### src/rtl/ntt_bitrev_loader.sv
// ntt_bitrev_loader: collects one coefficient frame, reduces each beat modulo
// `mod`, and stores it at its bit-reversed index so the butterfly network can
// consume the frame as a parallel array on a valid/ready handoff.
//
// state  | meaning
// IDLE   | waiting for beat 0; config is latched and validated on that beat
// LOAD   | storing beats 1..N-1 at bitrev(k)
// FULL   | complete frame presented on rev_data, waiting for rev_ready
// ERR    | bad config or framing; held until abort or reset
module ntt_bitrev_loader #(
  parameter int DATA_W    = 8,
  parameter int MAX_N     = 8,
  parameter int LOG_MAX_N = 3
) (
  input  logic                      clk,
  input  logic                      rst_n,
  input  logic [7:0]                array_size,
  input  logic [7:0]                bit_length,
  input  logic [DATA_W-1:0]         mod,
  input  logic                      abort,
  input  logic                      in_valid,
  output logic                      in_ready,
  input  logic [DATA_W-1:0]         in_data,
  input  logic                      in_last,
  output logic                      rev_valid,
  input  logic                      rev_ready,
  output logic [MAX_N*DATA_W-1:0]   rev_data,
  output logic                      cfg_err,
  output logic                      busy
);

  typedef enum logic [1:0] {S_IDLE, S_LOAD, S_FULL, S_ERR} state_t;

  state_t                 state_q, state_d;
  logic                   init_q, init_d;
  logic [LOG_MAX_N-1:0]   cnt_q, cnt_d;
  logic [7:0]             n_q, n_d;
  logic [7:0]             bl_q, bl_d;
  logic [DATA_W-1:0]      mod_q, mod_d;
  logic [DATA_W-1:0]      mem_q [MAX_N];
  logic [DATA_W-1:0]      mem_d [MAX_N];

  logic                   accept;
  logic                   cfg_ok;
  logic                   is_last_beat;
  logic [31:0]            pow_n;
  logic [DATA_W-1:0]      mod_sel;
  logic [DATA_W-1:0]      red;
  logic [LOG_MAX_N-1:0]   wr_addr;

  // Reverse all LOG_MAX_N bits, then shift down so only the low bl bits count.
  // The beat index is always < 2^bl, so the upper bits land as zero.
  function automatic logic [LOG_MAX_N-1:0] bitrev(input logic [LOG_MAX_N-1:0] k,
                                                  input logic [7:0] bl);
    logic [LOG_MAX_N-1:0] r;
    for (int i = 0; i < LOG_MAX_N; i++) r[i] = k[LOG_MAX_N-1-i];
    return r >> (8'(LOG_MAX_N) - bl);
  endfunction

  assign in_ready  = init_q && (state_q == S_IDLE || state_q == S_LOAD);
  assign rev_valid = (state_q == S_FULL);
  assign cfg_err   = (state_q == S_ERR);
  assign busy      = (state_q == S_LOAD || state_q == S_FULL);
  assign accept    = in_valid && in_ready;

  // Config check on the first beat, uses the live config inputs.
  always_comb begin
    pow_n  = 32'd1 << bit_length;
    cfg_ok = (pow_n == {24'd0, array_size}) && (array_size >= 8'd2) &&
             (array_size <= 8'(MAX_N)) && (mod != '0);
  end

  // Beat 0 reduces with the live modulus (it is latched on the same edge);
  // later beats use the latched one. cnt_q is 0 in IDLE, so wr_addr is 0 there.
  always_comb begin
    mod_sel      = (state_q == S_IDLE) ? mod : mod_q;
    red          = (mod_sel == '0) ? '0 : (in_data % mod_sel);
    wr_addr      = bitrev(cnt_q, bl_q);
    is_last_beat = (8'(cnt_q) == (n_q - 8'd1));
  end

  // Next-state, counter, config latch and buffer write.
  always_comb begin
    state_d = state_q;
    init_d  = 1'b1;
    cnt_d   = cnt_q;
    n_d     = n_q;
    bl_d    = bl_q;
    mod_d   = mod_q;
    mem_d   = mem_q;
    if (abort) begin
      state_d = S_IDLE;
      cnt_d   = '0;
    end else begin
      case (state_q)
        S_IDLE: begin
          if (accept) begin
            n_d   = array_size;
            bl_d  = bit_length;
            mod_d = mod;
            if (!cfg_ok || in_last) begin
              state_d = S_ERR;
            end else begin
              mem_d[0] = red;
              cnt_d    = LOG_MAX_N'(1);
              state_d  = S_LOAD;
            end
          end
        end
        S_LOAD: begin
          if (accept) begin
            mem_d[wr_addr] = red;
            if (is_last_beat) begin
              cnt_d   = '0;
              state_d = in_last ? S_FULL : S_ERR;
            end else if (in_last) begin
              state_d = S_ERR;
            end else begin
              cnt_d = cnt_q + LOG_MAX_N'(1);
            end
          end
        end
        S_FULL: begin
          if (rev_ready) state_d = S_IDLE;
        end
        default: state_d = S_ERR;
      endcase
    end
  end

  // Entries beyond the latched frame length are masked to zero.
  always_comb begin
    rev_data = '0;
    for (int k = 0; k < MAX_N; k++) begin
      if (8'(k) < n_q) rev_data[k*DATA_W +: DATA_W] = mem_q[k];
    end
  end

  // State, config and buffer registers.
  always_ff @(posedge clk or negedge rst_n) begin
    if (!rst_n) begin
      state_q <= S_IDLE;
      init_q  <= 1'b0;
      cnt_q   <= '0;
      n_q     <= '0;
      bl_q    <= '0;
      mod_q   <= '0;
      for (int k = 0; k < MAX_N; k++) mem_q[k] <= '0;
    end else begin
      state_q <= state_d;
      init_q  <= init_d;
      cnt_q   <= cnt_d;
      n_q     <= n_d;
      bl_q    <= bl_d;
      mod_q   <= mod_d;
      for (int k = 0; k < MAX_N; k++) mem_q[k] <= mem_d[k];
    end
  end

endmodule

### config.mk
export PLATFORM = sky130hd
export DESIGN_NAME = ntt_bitrev_loader
export DESIGN_NICKNAME = d
export VERILOG_FILES = /design/src/rtl/ntt_bitrev_loader.sv
export SDC_FILE = /design/constraint.sdc
export NUM_CORES = 1
export LEC_CHECK = 0
export ABC_AREA = 1
export CAP_MARGIN = 10
export CELL_PAD_IN_SITES_DETAIL_PLACEMENT = 0
export CELL_PAD_IN_SITES_GLOBAL_PLACEMENT = 1
export CORE_UTILIZATION = 40
export CTS_CLUSTER_SIZE = 14
export DETAILED_ROUTE_END_ITERATION = 10
export HOLD_SLACK_MARGIN = 0.06
export PLACE_DENSITY = 0.81
export SETUP_SLACK_MARGIN = 0.4
export SYNTH_ARGS = -nofsm -noshare
export SYNTH_HDL_FRONTEND = slang
export SYNTH_SLANG_ARGS = --single-unit
### constraint.sdc
create_clock -name clk -period 11.3 [get_ports clk]
set_clock_uncertainty 0.15 [all_clocks]
set_input_delay 1.13 -clock clk [delete_from_list [all_inputs] [get_ports clk]]
set_output_delay 1.13 -clock clk [all_outputs]
set_load 0.01 [all_outputs]
## Word level (Yosys, flattened, before mapping)

Cells that the tools add are included.

- Bits in registers: 94
- Bits of input ports: 38
- Output and inout bits: 68
- Logic and storage cells: 101

- Add/subtract/negate cells: 3
- Divide/modulo/power cells: 1
- $lt $le $gt $ge: 12
- Eq/ne operators: 14
- Shifts and indexed selects: 2
- Multiplexer cells: 33
- Bitwise operators: 2
- Reductions and logical operators: 20

Operators by type and width:

| kind | number |
|---|---|
| 8-bit two-way mux | 13 |
| 64-bit bitwise mux | 1 |
| 64-bit two-way mux | 1 |
| 32-bit by 8-bit == test with 1-bit output | 1 |
| 3-bit by 8-bit less-than comparator with 1-bit output (first input constant) | 4 |
| 1-bit by 8-bit << shifter with 32-bit output (first input constant) | 1 |
| 8-bit demux with 3-bit select | 1 |
| 3-bit two-way mux | 6 |
| 1-bit by 8-bit less-than comparator with 1-bit output (first input constant) | 2 |
| 2-bit by 8-bit less-than comparator with 1-bit output (first input constant) | 2 |
| 8-bit case mux with 2 select lines | 1 |
| 2-bit two-way mux | 7 |
| 5-bit AND reduction | 2 |
| 3-bit != test (second input constant) | 3 |
| 3-bit by 8-bit == test with 1-bit output | 1 |
| 8-bit by 2-bit greater-or-equal comparator with 1-bit output (second input constant) | 1 |
| 8-bit by 4-bit <= comparator with 1-bit output (second input constant) | 1 |
| 8-bit zero test | 1 |
| 8-bit by 8-bit remainder unit with 8-bit output | 1 |
| 4-bit != test (second input constant) | 2 |
| 8-bit nonzero test | 1 |
| 3-bit by 8-bit right shift with 3-bit output | 1 |
| 2-bit by 8-bit subtractor with 8-bit output (first input constant) | 1 |
| 8-bit by 1-bit subtractor with 8-bit output (second input constant) | 1 |
| 20 further kinds | 31 |

## Depth between registers and ports, before layout

Gate-level depths: netlist (run 1).

- Depth in word-level cells: 11
- Depth in mapped cells: 79
- Depth with buffers taken out: 79

## Worst setup path after synthesis (run 1)

Ideal clock, no wire load.

- Kind: input port to flip-flop
- Start point: in mod[1]
- End point: reg mem_q[19] (netlist bit)
- Setup time: 83 ps
- Data arrival time: 9569 ps
- Required time: 11067 ps
- Setup slack: 1498 ps
- Stages: 71
- Buffers on the path: 0
- Cell sequence: inv_1 nand2_1 o21ai_0 nand3_1 o21bai_1 inv_1 ha_1 a21o_1 nand2_1 nand2_1 nand2_1 inv_1 ha_1 nand2_1 nand2_1 nand2_1 nand2_1 nand2_1 [35 not listed] nor3_1 nand2_1 nand3_2 inv_2 nand2_1 nand2_1 ha_1 a21oi_1 o21ai_1 a21oi_1 o21ai_1 nand2_1 nand3_1 a21oi_4 inv_4 a21oi_2 nand3_1 o21ai_0

- Word-level cells in the longest chain between the ends: 4
- Elaborated cells on any way between the ends: 5
- Classes of those cells: div: 1; mux: 3; reduce/logical: 1

Ends and longest elaborated chain:

| item | RTL line | RTL |
|---|---|---|
| from (decl) | 19 | `input logic [DATA_W-1:0] mod,` |
| 8-bit two-way mux * | 76 | `mod_sel = (state_q == S_IDLE) ? mod : mod_q;` |
| 8-bit by 8-bit remainder unit with 8-bit output or 8-bit zero test (tied branches) | 77 | `red = (mod_sel == '0) ? '0 : (in_data % mod_sel);` |
| 8-bit two-way mux * | 77 |  |
| 64-bit bitwise mux * | 112 | `mem_d[wr_addr] = red;` |
| to (decl) | 40 | `logic [DATA_W-1:0] mem_q [MAX_N];` |

Mark *: on every way between the ends. The rest lies on a longest branch, timed or not.
A chain may end at the register's enable or synchronous reset.

## Worst setup path after layout (run 1)

- Start point: in mod[0]
- End point: reg mem_q[32] (netlist bit)

The elaborated chain is that of the path after synthesis.

==> results of run 1 <==
[synthesized netlist by cell type, drive strengths merged]
master	instances
dfrtp	94
a21o	4
o21bai	3
o211ai	2
nor3	8
o2111ai	1
nand3	111
clkinv	4
mux2	10
nand2	268
a21boi	1
buf	3
clkbuf	6
nand3b	3
nor2	111
xor2	11
xnor2	16
and2	4
nand4	8
a22oi	1
a2111oi	1
inv	171
a21oi	32
conb	1
fa	1
mux2i	2
nor4	3
o221ai	1
or2	10
o31ai	1
ha	41
a211oi	2
o21ai	69
[layout by cell type, fill, tap and decap left out, types with 22 or more instances in the layout]
cell type	n
inv_1	157
nand2_1	244
ha_1	30
buf_4	24
dfrtp_1	94
o21ai_0	40
nand3_1	90
nor2_1	103
clkdlybuf4s50_1	98
a21oi_1	22
[flip-flops by register name (all words and copies together), names as in the netlist]
register and cells:
mem_q 64, bl_q 8, mod_q 8, n_q 8, cnt_q 3, state_q 2
init_q 1
[worst max path at each step]
| stage | startpoint | endpoint | slack [ns] | cells past startpoint |
|---|---|---|---|---|
| after floorplan | mod[1] | mem_q[19] | 1.50 | 71 |
| after global placement | mod[7] | mem_q[50] | 0.25 | 72 |
| after detailed placement | mod[7] | mem_q[19] | 0.11 | 70 |
| after CTS | mod[7] | mem_q[19] | 0.45 | 72 |
| after global routing | mod[0] | mem_q[32] | 0.30 | 71 |
| final | mod[0] | mem_q[32] | 1.14 | 71 |
[final cells by class]
type,instances,share of cell area
clock buffer,11,0.0263
clock inverter,5,0.00448
tap,225,0.0305
timing repair buffer,131,0.139
sequential,94,0.255
inverter,175,0.0725
multi-input combinational,727,0.472
timing repair inverter,1,0.000543
[routing by layer]
layer,share of wire,vias to the layer above
met4,0.018,0
met5,0,-
met1,0.47,3132
met3,0.029,24
met2,0.48,118
li1,-,3465
[stage by stage]
stage	setup slack [ns]	hold slack, ns	std cells	util
floorplan	1.50	0.294	1004	-
global placement	0.252	0.313	1334	0.487
detailed placement	0.110	0.315	1334	0.487
CTS	0.451	0.334	1350	0.504
global route	0.302	0.350	1369	0.533
finish	1.14	0.330	1369	0.533
[worst max-delay path: cells and delay by family]
| family | cells | cell delay, ns |
|---|---|---|
| AND/OR/NAND/NOR | 38 | 3.59 |
| buffers and inverters | 15 | 1.80 |
| AO/OA/AOI/OAI | 10 | 1.65 |
| adder cells (fa/ha/maj) | 7 | 1.93 |
| multiplexers | 1 | 0.15 |
[logic make-up after synthesis]
kind of cell	count (synthesis)
fa+ha+maj	42
other cells	1
compound gates	118
mux	12
flops	94
buf+inv	184
simple gates	526
xor+xnor	27
[timing repair]
action	in CTS	in global routing
endpoints found under the setup margin	0	64
hold buffers	0	0
setup buffers	0	17
gates resized for setup	0	73
endpoints found under the hold margin	0	0
==> out/results.txt, run 1 <==
Status - finished, final reports clean
N_diodes - 0
Worst Hold Class - reg -> reg
CP Max Fanout - 10
Hold Vio Cnt, Final - 0
Fmax - 98.5 MHz
Main area contributors after synthesis - dfrtp_1, nand2_1, inv_1, ha_1, nand3_1
Initial core utilization - 0.409
Vias in the first global route - 6207
Global route overflow - 0
Compound-Gate Fraction of Synth Area - 0.0995
Die Y-Extent - 135 um
Synth Instances - 1004
Reg-to-reg slack, setup - 1.30 ns
Seq cells post-synth - 94
Dominant cell type by area after synthesis - dfrtp_1
R2r worst-path depth - 72
Simple-gate share of the synthesized area - 0.340
Initial antenna violation count - 0
Yosys Warn Count - 0
Max-slew violation count - 0
Average routed wire per standard cell - 14.2 um
Vias - 6739
Reg area - 2350 um2
CP max stage cell - clkdlybuf4s50_1
Syn nets - 1084
Worst-Margin Slew - 0.947 ns
First-pass detailed-route iteration total - 5
Share of the synthesized area in the top cell type - 0.332
Worst Setup End Kind - register
Largest family of logic cells by synthesized area - simple AND/OR/NAND/NOR gates
R2r endpoint - mem_q[32]
Clk sinks - 94
# rows - 48
Slew HR - 0.369
Post-Synth XOR/XNOR Area - 0.0334
Final TNS setup - 0 ns
RSZ-0062 raised after global routing - false
Endpoints failing setup - 0
CP Class - in -> reg
Mapped Area - 7080 um2
First-pass GRT wire length - 30600 um
Yosys cell types - 53
Fraction of the cycle the final worst path needs - 0.899
Crit path time final - 10.16 ns
Detailed Place HPWL - 14800 um
M1 GR Usage - 0.288
Most frequent CP cell - nand2_1
CP arrival - 10.27 ns
Avg Inst Size Synth - 7.05 um2
Post-route DRC violation count - 0
Critical Path RT - 11.41 ns
Hold Startpoint - mem_q[31]
Sequential area share after synthesis - 0.332
Worst path max stage delay - 0.45 ns
All-Layer GR Usage - 0.214
Post-route cell area - 9220 um2
Clock Path Buffers - 2
Hold Path Sink - mem_q[31]
Placed cell area - 8430 um2
Input/output buffers - 105
Mux cell area share after synthesis - 0.0187
Initial DRC Count - 393
Met3 Use GR - 0.0191
Core Area - 17300 um2
Synth Area in Adders - 0.0753
Number of max-cap violations - 0
Layout filler cell count - 1701
Layout area overhead - 30.2%
Top Usage Layer GRT - met2
RR Startpoint - state_q[0]
RePlAce Congestion - 0.874
Drt total wl - 19500 um
Clk slew on worst S/H paths - 0.07 ns
Layout cells sized above 1 - 0.150
Layout Nets - 1219
Clk_lat worst skew - 0.35 ns
Die area - 18200 um2
Final ANT Viol Nets - 0
CTS tree - yes
Startpoint Class - input pin
Top-Level Pins - 106
Hold Path Cell Cnt - 2
Die Span X - 135 um
H-Tree Level Count - 3
M2 GR Usage - 0.360
Area of the multi-input gates - 4350 um2
CTS Buf Count - 9
CTS Root Cell - clkbuf_16
Post-DR vias/cell - 4.92
Largest net degree at the start of global routing - 74
Power of run 1 is not shown: default switching activity piles up to over one toggle a cycle in this logic, so the estimate is an artifact.
==> inputs of run 2 (changes only) <==
--- a/config.mk
+++ b/config.mk
@@ -13,7 +13,7 @@
 export CTS_CLUSTER_SIZE = 14
 export DETAILED_ROUTE_END_ITERATION = 10
 export HOLD_SLACK_MARGIN = 0.06
-export PLACE_DENSITY = 0.81
+export PLACE_DENSITY_LB_ADDON = 0.1
 export SETUP_SLACK_MARGIN = 0.4
 export SYNTH_ARGS = -nofsm -noshare
 export SYNTH_HDL_FRONTEND = slang
==> run 2 against run 1 <==
  * Final cell count stayed put
  * Register-to-register slack better by 0.06 ns
  * Critical path depth grew 1
  * Via count fell by 1.2%
  * Fmax decreased by 0.34%
  * First-iteration DRC count did not move
  * Non-clock buffer count is 2 higher
==> out/results.txt, run 2 (synthesized netlist as in run 1, its figures left out) <==
Hold Path Cell Cnt - 2
Die area - 18200 um2
All-Layer GR Usage - 0.222
Hold bufs inserted after CTS - 0
N_diodes - 0
First-pass detailed-route iteration total - 5
Layout cells sized above 1 - 0.146
Initial antenna violation count - 0
Layout Nets - 1219
CTS tree - yes
Vias - 6659
Startpoint Class - input pin
Hold Vio Cnt, Final - 0
# rows - 48
Worst Hold Class - reg -> reg
Number of max-cap violations - 0
Crit path time final - 10.19 ns
Final TNS setup - 0 ns
CP Max Fanout - 8
CTS Buf Count - 9
R2r worst-path depth - 72
CTS Root Cell - clkbuf_16
Top-Level Pins - 106
Most common cell after layout, fill and taps aside - nand2_1
Hold Path Sink - mem_q[54]
Fraction of the cycle the final worst path needs - 0.902
Fin Hold WS - 0.330 ns
Slew HR - 0.445
Final ANT Viol Nets - 0
Clock Path Buffers - 2
Fmax - 98.1 MHz
R2r endpoint - mem_q[23]
Most frequent CP cell - nand2_1
Global route overflow - 0
Post-route DRC violation count - 0
Hold Startpoint - mem_q[54]
Max FFs per register - 64
Most frequent cells in the layout - nand2_1, inv_1, nor2_1, clkdlybuf4s50_1, dfrtp_1
First-pass GRT wire length - 31600 um
Worst path max stage delay - 0.45 ns
Detailed Place HPWL - 15000 um
RR Startpoint - state_q[0]
H-Tree Level Count - 3
Clk slew on worst S/H paths - 0.08 ns
Biggest register - mem_q
Largest net degree at the start of global routing - 57
CP arrival - 10.29 ns
Endpoints failing setup - 0
Critical Path RT - 11.40 ns
Reg-to-reg slack, setup - 1.36 ns
Average routed wire per standard cell - 14.3 um
Clk_lat worst skew - 0.35 ns
Worst Setup End Kind - register
Clk sinks - 94
Die Span X - 135 um
Status - finished, final reports clean
Initial core utilization - 0.409
RSZ-0062 raised after global routing - false
Die Y-Extent - 135 um
Post-DR vias/cell - 4.86
RePlAce Congestion - 0.896
Worst-Margin Slew - 0.833 ns
Core Area - 17300 um2
Drt total wl - 19600 um
Initial DRC Count - 393
Max-slew violation count - 0
Input/output buffers - 105
CP Class - in -> reg
Vias in the first global route - 6222
CP max stage cell - clkdlybuf4s50_1
Layout area overhead - 30.7%
[run 2: repair_timing]
action	4_1_cts	5_1_grt
pin swaps	1	21
endpoints found under the setup margin	7	64
gates resized for setup	0	73
buffers inserted	1	16
gates cloned	0	0
[run 2: metrics by stage]
step	utilization	cell area, um2	cells	worst slack, ns
2_1_floorplan	-	7080	1004	1.50
3_3_place_gp	0.488	8440	1336	0.247
3_5_place_dp	0.488	8440	1336	0.0379
4_1_cts	0.507	8770	1353	0.433
5_1_grt	0.535	9250	1369	0.310
6_report	0.535	9250	1369	1.11
[run 2: critical path, delay by kind of cell]
kind	cells	cell delay, ns
buffers and inverters	14	1.55
adders and majority gates	7	2.09
AOI/OAI and AO/OA	13	2.04
and+or+nand+nor	38	3.46
[run 2: worst max path at each step]
stage	slack (ns)	depth (start not counted)	startpoint	end
CTS	0.43	72	mod[7]	mem_q[53]
finish	1.11	72	mod[3]	mem_q[23]
floorplan	1.50	71	mod[1]	mem_q[19]
global route	0.31	71	mod[3]	mem_q[31]
detailed placement	0.04	72	mod[7]	mem_q[42]
global placement	0.25	70	mod[7]	mem_q[50]
[run 2: cell type report]
class                      count  area (um2)
inverter                     175         673
sequential                    94        2350
clock buffer                  10         229
multi-input combinational    726        4340
tap                          225         282
fill                        1767        8040
timing repair buffer         133        1310
clock inverter                 6        75.1
[run 2: routing by layer]
| metal | routed length (um) | global-route usage |
|---|---|---|
| met5 | 0 | 0 |
| met2 | 9290 | 0.370 |
| met1 | 9430 | 0.302 |
| met4 | 277 | 0.0668 |
| met3 | 651 | 0.0244 |
Power of run 2 is left out for the same reason.
